File: src/rtl/cpu_pkg.sv
// Shared widths for the decode/execute datapath: register file, scoreboard and ID/EX.
package cpu_pkg;
    localparam int DATA_W   = 32;
    localparam int ADDR_W   = 5;
    localparam int NUM_REGS = 2 ** ADDR_W;
    localparam int PEND_W   = 2;
    localparam logic [ADDR_W-1:0] REG_ZERO = '0;
endpackage

File: src/rtl/pend_counter.sv
// Pending-write counter for one register: counts issued-but-not-written-back results.
module pend_counter #(
    parameter int PEND_W = cpu_pkg::PEND_W
) (
    input  logic              clk,
    input  logic              rst,
    input  logic              inc,
    input  logic              dec,
    input  logic              clr,
    output logic [PEND_W-1:0] cnt,
    output logic              is_zero,
    output logic              is_one,
    output logic              is_max,
    output logic              underflow
);

    assign is_zero   = (cnt == '0);
    assign is_one    = (cnt == PEND_W'(1));
    assign is_max    = (cnt == '1);
    assign underflow = dec & ~inc & is_zero;

    // Increment at max is blocked upstream by the WAW stall, so no saturation guard is needed here.
    always_ff @(posedge clk) begin
        if (!rst) begin
            cnt <= '0;
        end else if (clr) begin
            cnt <= '0;
        end else if (inc && !dec) begin
            cnt <= cnt + PEND_W'(1);
        end else if (dec && !inc && !is_zero) begin
            cnt <= cnt - PEND_W'(1);
        end
    end

endmodule

File: src/rtl/regfile_scoreboard.sv
// Architectural register file with writeback bypass and per-register pending-write scoreboard.
module regfile_scoreboard #(
    parameter int DATA_W = cpu_pkg::DATA_W,
    parameter int ADDR_W = cpu_pkg::ADDR_W,
    parameter int PEND_W = cpu_pkg::PEND_W
) (
    input  logic              clk,
    input  logic              rst,
    input  logic              id_valid,
    input  logic [ADDR_W-1:0] id_rs1,
    input  logic [ADDR_W-1:0] id_rs2,
    input  logic              id_use_rs1,
    input  logic              id_use_rs2,
    input  logic [ADDR_W-1:0] id_rd,
    input  logic              id_wen,
    output logic              id_stall,
    output logic              id_fire,
    output logic [DATA_W-1:0] issue_data_1,
    output logic [DATA_W-1:0] issue_data_2,
    output logic [ADDR_W-1:0] issue_rd,
    input  logic              wb_en,
    input  logic [ADDR_W-1:0] wb_rd,
    input  logic [DATA_W-1:0] wb_data,
    input  logic              flush,
    output logic              sb_err
);

    localparam int NUM_REGS = 2 ** ADDR_W;

    logic [DATA_W-1:0]   regs [NUM_REGS];
    logic [NUM_REGS-1:0] pend_zero;
    logic [NUM_REGS-1:0] pend_one;
    logic [NUM_REGS-1:0] pend_max;
    logic [NUM_REGS-1:0] pend_uf;
    logic [PEND_W-1:0]   pend_cnt_unused [NUM_REGS];
    logic                byp_1;
    logic                byp_2;
    logic                haz_1;
    logic                haz_2;
    logic                haz_waw;

    // r0 has no counter: it is never pending and never reports underflow.
    assign pend_zero[0]       = 1'b1;
    assign pend_one[0]        = 1'b0;
    assign pend_max[0]        = 1'b0;
    assign pend_uf[0]         = 1'b0;
    assign pend_cnt_unused[0] = '0;

    for (genvar r = 1; r < NUM_REGS; r++) begin : g_pend
        pend_counter #(.PEND_W(PEND_W)) u_cnt (
            .clk       (clk),
            .rst       (rst),
            .inc       (id_fire & id_wen & (id_rd == ADDR_W'(r))),
            .dec       (wb_en & (wb_rd == ADDR_W'(r))),
            .clr       (flush),
            .cnt       (pend_cnt_unused[r]),
            .is_zero   (pend_zero[r]),
            .is_one    (pend_one[r]),
            .is_max    (pend_max[r]),
            .underflow (pend_uf[r])
        );
    end

    always_ff @(posedge clk) begin
        if (!rst) begin
            for (int unsigned i = 0; i < NUM_REGS; i++) begin
                regs[i] <= '0;
            end
        end else if (wb_en && wb_rd != '0) begin
            regs[wb_rd] <= wb_data;
        end
    end

    always_ff @(posedge clk) begin
        if (!rst) begin
            sb_err <= 1'b0;
        end else if (|pend_uf) begin
            sb_err <= 1'b1;
        end
    end

    always_comb begin
        byp_1        = wb_en && (wb_rd == id_rs1) && (id_rs1 != '0);
        byp_2        = wb_en && (wb_rd == id_rs2) && (id_rs2 != '0);
        issue_data_1 = byp_1 ? wb_data : regs[id_rs1];
        issue_data_2 = byp_2 ? wb_data : regs[id_rs2];
        // A single outstanding write that retires this cycle is covered by the bypass.
        haz_1        = id_use_rs1 && !pend_zero[id_rs1] && !(pend_one[id_rs1] && byp_1);
        haz_2        = id_use_rs2 && !pend_zero[id_rs2] && !(pend_one[id_rs2] && byp_2);
        haz_waw      = id_wen && pend_max[id_rd];
        id_stall     = id_valid && (haz_1 || haz_2 || haz_waw);
        id_fire      = id_valid && !id_stall;
        issue_rd     = (id_fire && id_wen) ? id_rd : '0;
    end

endmodule

File: config.mk
export PLATFORM = sky130hd
export DESIGN_NAME = regfile_scoreboard
export DESIGN_NICKNAME = d
export VERILOG_FILES = /design/src/rtl/cpu_pkg.sv /design/src/rtl/pend_counter.sv /design/src/rtl/regfile_scoreboard.sv
export SDC_FILE = /design/constraint.sdc
export NUM_CORES = 2
export LEC_CHECK = 0
export CORE_MARGIN = 5
export CORE_UTILIZATION = 65
export CTS_CLUSTER_SIZE = 24
export DETAILED_ROUTE_END_ITERATION = 8
export PLACE_DENSITY = 0.83
export SLEW_MARGIN = 40
export SYNTH_ARGS = -nofsm -noshare
export SYNTH_HDL_FRONTEND = slang
export SYNTH_SLANG_ARGS = --single-unit
File: constraint.sdc
create_clock -name clk -period 6.5 [get_ports clk]
set_input_delay 0.65 -clock clk [delete_from_list [all_inputs] [get_ports clk]]
set_output_delay 0.65 -clock clk [all_outputs]
set_load 0.02 [all_outputs]
# After elaboration in Yosys (flattened, before gate mapping)
# Memories as Yosys holds them, arrays and structs flattened.
# Index checks and enable logic that the tools add are counted.
# word_totals
mem_count,1
ramBits,1024
in_bits,60
regBits,63
elab_cells,739
output_inout_bits,72
# op_classes
magnitude_cmp,3
addsub,62
reduce_logical,276
n_bitwise,157
n_eq_ne,126
mux,82
# mem_list
memory,words,word_bits,rd,rd_clocked_by_memory_dff,wr,line_no,rtl
regs,32,32,2,0,32,regfile_scoreboard.sv:30,logic [DATA_W-1:0] regs [NUM_REGS];
# ops
cell,count
"equality test 5 bit, second input constant",32
AND 1 bit,125
two-way mux 2 bit,62
logical AND 1 bit,108
logical NOT 1 bit,98
two-way mux 32 bit,3
"equality test 5 x 4 -> 1 bit, second input constant",16
"adder 2 x 1 -> 2 bit, second input constant",31
"equality test 2 x 1 -> 1 bit, second input constant",31
"equality test 2 bit, second input constant",31
logical NOT 2 bit,31
nonzero test 2 bit,31
"subtractor 2 x 1 -> 2 bit, second input constant",31
"equality test 5 x 3 -> 1 bit, second input constant",8
NOT 1 bit,32
OR reduction 32 bit,1
OR reduction 31 bit,1
binary-select mux 1 bit (select 5 bit),5
"equality test 5 x 2 -> 1 bit, second input constant",4
"less-than comparator 5 x 6 -> 1 bit, second input constant",3
nonzero test 5 bit,3
"equality test 5 x 1 -> 1 bit, second input constant",2
equality test 5 bit,2
two-way mux 1 bit,10
3 further kinds,5

# Logic depth before layout (Yosys ltp)
# logic_depth
depth_word,18
mapped_depth,14
mapped_depth_nobuf,11

# Hierarchy
# From an unflattened synthesis, not the netlist that was laid out.
# unflattened
cells_unflattened,4197
area_unflattened_um2,62605.0
# by_module_without_submodules
mod,instances,cells_each,seq_area_each_um2,area_each_um2
regfile_scoreboard,1,3577,30769.5,56859.5
pend_counter at g_pend[10].u_cnt ...,30,20,40.0,185.2
pend_counter at g_pend[9].u_cnt,1,20,40.0,190.2

# Least setup slack after synthesis
# OpenSTA, ideal clock, no wires.
# synth_path
kind,input -> register
startpoint,in wb_rd[2]
endpoint,"mem regs[15][0], enable pin"
setup_time_ns,0.466
t_arrival_ns,3.893
t_required_ns,6.034
slack_ns,2.142
path_buffers,3
stages,7
cell_sequence,buf_2 buf_1 nor2_1 nand2_1 nand3_1 clkbuf_1 o21ai_0
# synth_rtl
item,line_no,rtl
start: declaration,regfile_scoreboard.sv:22,"input logic [ADDR_W-1:0] wb_rd,"
end: declaration,regfile_scoreboard.sv:30,

# Worst setup path in the final report
# layout_path
startpoint,in id_rs1[3]
endpoint,out issue_data_1[30]
# layout_between
elab_chain_cells,4
elab_cells_between_ends,6
cone_classes,eq/ne (1); mux (1); reduce/logical (3); memory (1)
# layout_lines
item,line_no,rtl
start: declaration,regfile_scoreboard.sv:10,"input logic [ADDR_W-1:0] id_rs1,"
"parallel branches: the longest is 3 deep, another holds memory read (32 x 32 bit)",--,
two-way mux 32 bit *,regfile_scoreboard.sv:85,issue_data_1 = byp_1 ? wb_data : regs[id_rs1];
end: declaration,regfile_scoreboard.sv:18,"output logic [DATA_W-1:0] issue_data_1,"
# Every way passes the cells marked *.

==> impl_metrics.toml <==
[status]
status = "finished clean"

[synthesis]
post-synth-top-count-cell = "edfxtp_1"
yosys_warnings = 0
synth_edf_count = 1024
synth_common_cells = "1024 x edfxtp_1, 901 x and2_1, 668 x mux4_2"
syn_area_mm2 = 0.06175
synth_seq_area_share = 0.5184
yosysUniqueCellTypes = 76
synth.avg_cell_area_um2 = 14.63
synth_area_leader_cell = "edfxtp_1"
syn_inst = 4221
ys.flop_type = "edfxtp_1"
yosysTopAreaCellShare = 0.4980
async_reset_ff_frac = 0
synth-seq-cells = 1087
yosys-top-cells-area = "edfxtp_1 50%, mux4_2 24%, and2_1 9.1%"

[place]
dp_hpwl_mm = 119.5
place_area_mm2 = 0.06484
gp_congestion = 0.9976
io_buffers = 131

[critical_path]
cp_cell_sequence = "clkdlybuf4s50_1 > inv_6 > buf_4 > mux4_2 > mux2i_1 > o21ai_0 > clkdlybuf4s50_1"
crit_path_top_delay_cell = "clkdlybuf4s50_1"
cp_max_fo = 33
path_class = "in2out"
crit_arrival_ps = 4350
cp_slowest_stage_delay_ps = 750
endpoint_kind = "primary output"
crit_top_cell = "clkdlybuf4s50_1"
required_ps = 5850
cp-start-kind = "input port"

[power]
irDropWorstVdd_mv = 0.2485
p_leak_nw = 23.75
power_density_mw_per_mm2 = 251.8

[floorplanning]
num_io_pins = 132
fp.dieH_um = 318.2
rows = 113
die_x_um = 318.2
core_mm2 = 0.09459
start_util = 0.6528
dieArea_mm2 = 0.1013

[global_routing]
grt_overflow_total = 0
grtUsageTotal = 0.3989
use_met2 = 0.6102
grt_pass1_vias = 43155
grt_max_degree = 84
antenna_found_initial = 19
grt_pass1_wl_mm = 292.5
grtUsageMet3 = 0.1267
grt.met1_usage = 0.5080
top_usage_layer = "met2"

[cts]
cts_tree = "yes"
insertion_delay_ps = 710
cts_setup_buffers = 0
cts_buffer_depth = 3
cts_resized = 0
h-tree-depth = 3
worst_setup_hold_path_clk_slew_ps = 60
cts.sinks = 1087
cts-root-buf = "clkbuf_16"
hold_buffers = 0
cts-buffers-inserted = 112

[timing]
slew_viol_final = 0
timing.final.hold_violations = 0
fin_crit_ps = 4998
setup_viol = 0
rsz0062_at_grt = "false"
relSlewSlack = 0.3601
worst_pin_slew_ps = 959.8
skew_ps = 19.21
timing.fmax_mhz = 200.1
tns_ps = 0
min_period_over_period = 0.7689

[detailed_routing]
wirelength_mm = 203.4
drc = 0
antenna_left = 0
vias = 42218
routed_via_density = 7.573
drt-wirelength-per-cell_um = 36.49
dr.pass1.iters = 8
drt-initial-drc-count = 7705

[worst_hold_path]
hold_path.class = "reg2reg"

[layout]
syn2layout_area_growth_pct = 11.13
final_area_mm2 = 0.06862
layout-drive-gt1-share = 0.2539
nNetsFinal = 4352

[run]
cap_violations = 0
## through the flow
| stage | setup WS, ps | util | total power (W) | instances | hold WS (ps) |
|---|---|---|---|---|---|
| final | 1502 | 0.7254 | 0.01728 | 5575 | 523.8 |
| after global routing | 1410 | 0.7252 | 0.01765 | 5567 | 539.2 |
| after CTS | 1601 | 0.7251 | 0.01720 | 5561 | 522.4 |
| after detailed placement | 1641 | 0.6855 | 0.01065 | 5349 | 510.7 |
| after global placement | 1682 | 0.6833 | 0.01057 | 5338 | 480.1 |
| after floorplan | 2142 | - | 0.009726 | 4252 | 468.8 |
## power by group
part           switching, W  internal, W
clock               0.00286      0.00382
sequential         0.000207      0.00803
combinational       0.00133      0.00103
total               0.00440       0.0129
## metal layers
layer	vias to the layer above	routed length (um)
met5	-	66
met1	20769	63700
met3	976	31530
li1	16234	-
met4	8	14420
met2	4231	93710
## critical path, delay by kind of cell
| family | cells | cell delay (ps) |
|---|---|---|
| mux | 2 | 430 |
| buf+inv | 4 | 2540 |
| compound gates | 1 | 650 |
## layout make-up
| cell class | instances | area [um^2] |
|---|---|---|
| Multi-Input combinational cell | 2651 | 28390 |
| Clock buffer | 132 | 2899 |
| Fill cell | 5680 | 25970 |
| Clock inverter | 80 | 844.6 |
| Antenna cell | 13 | 32.53 |
| Sequential cell | 1087 | 32010 |
| Timing Repair Buffer | 260 | 2526 |
| Tap cell | 1265 | 1583 |
| Inverter | 87 | 331.6 |
## placed cells by master, fill, tap and decap left out, types with 23 or more instances in the layout
cell type / n
o21ai_0: 85
nor2_4: 31
and3_1: 107
clkinv_2: 28
clkinv_1: 26
inv_1: 83
xnor2_1: 30
ha_1: 93
buf_4: 104
conb_1: 32
mux4_2: 668
and2_1: 900
clkbuf_16: 113
nand2_1: 143
edfxtp_1: 1024
nor2_1: 105
nor3_1: 23
dfxtp_1: 63
nand3_1: 47
buf_2: 23
mux2i_1: 97
clkdlybuf4s50_1: 100
## state kept, by name, summed over array words and instances (netlist names)
name	count
g_pend.u_cnt.cnt	62
sb_err	1
regs	1024
## logic make-up (layout without fill, tap and decap cells)
group,count (synthesis),after routing,synth area share
AOI/OAI and AO/OA,269,269,0.02989
xor gates and xnor gates,33,33,0.004681
adders and majority gates,93,93,0.01885
buffers and inverters,514,559,0.03275
DFF,1087,1087,0.5184
muxes,772,772,0.2607
other,1,45,0.00006073
and+or+nand+nor,1452,1452,0.1347
## final timing paths
check                                                           from                                    to  slack [ps]  cells after the start
worst max-delay path                                       id_rs1[3]                      issue_data_1[30]        1500                      7
worst min-delay path            g_pend[30].u_cnt.cnt[0]$_SDFFE_PP0P_  g_pend[30].u_cnt.cnt[0]$_SDFFE_PP0P_         520                      2
worst max register to register   g_pend[3].u_cnt.cnt[1]$_SDFFE_PP0P_                   sb_err$_SDFFE_PN0P_        2410                     12
worst min register to register  g_pend[30].u_cnt.cnt[0]$_SDFFE_PP0P_  g_pend[30].u_cnt.cnt[0]$_SDFFE_PP0P_         520                      2
Note: power is estimated with default switching activity, not from simulation.
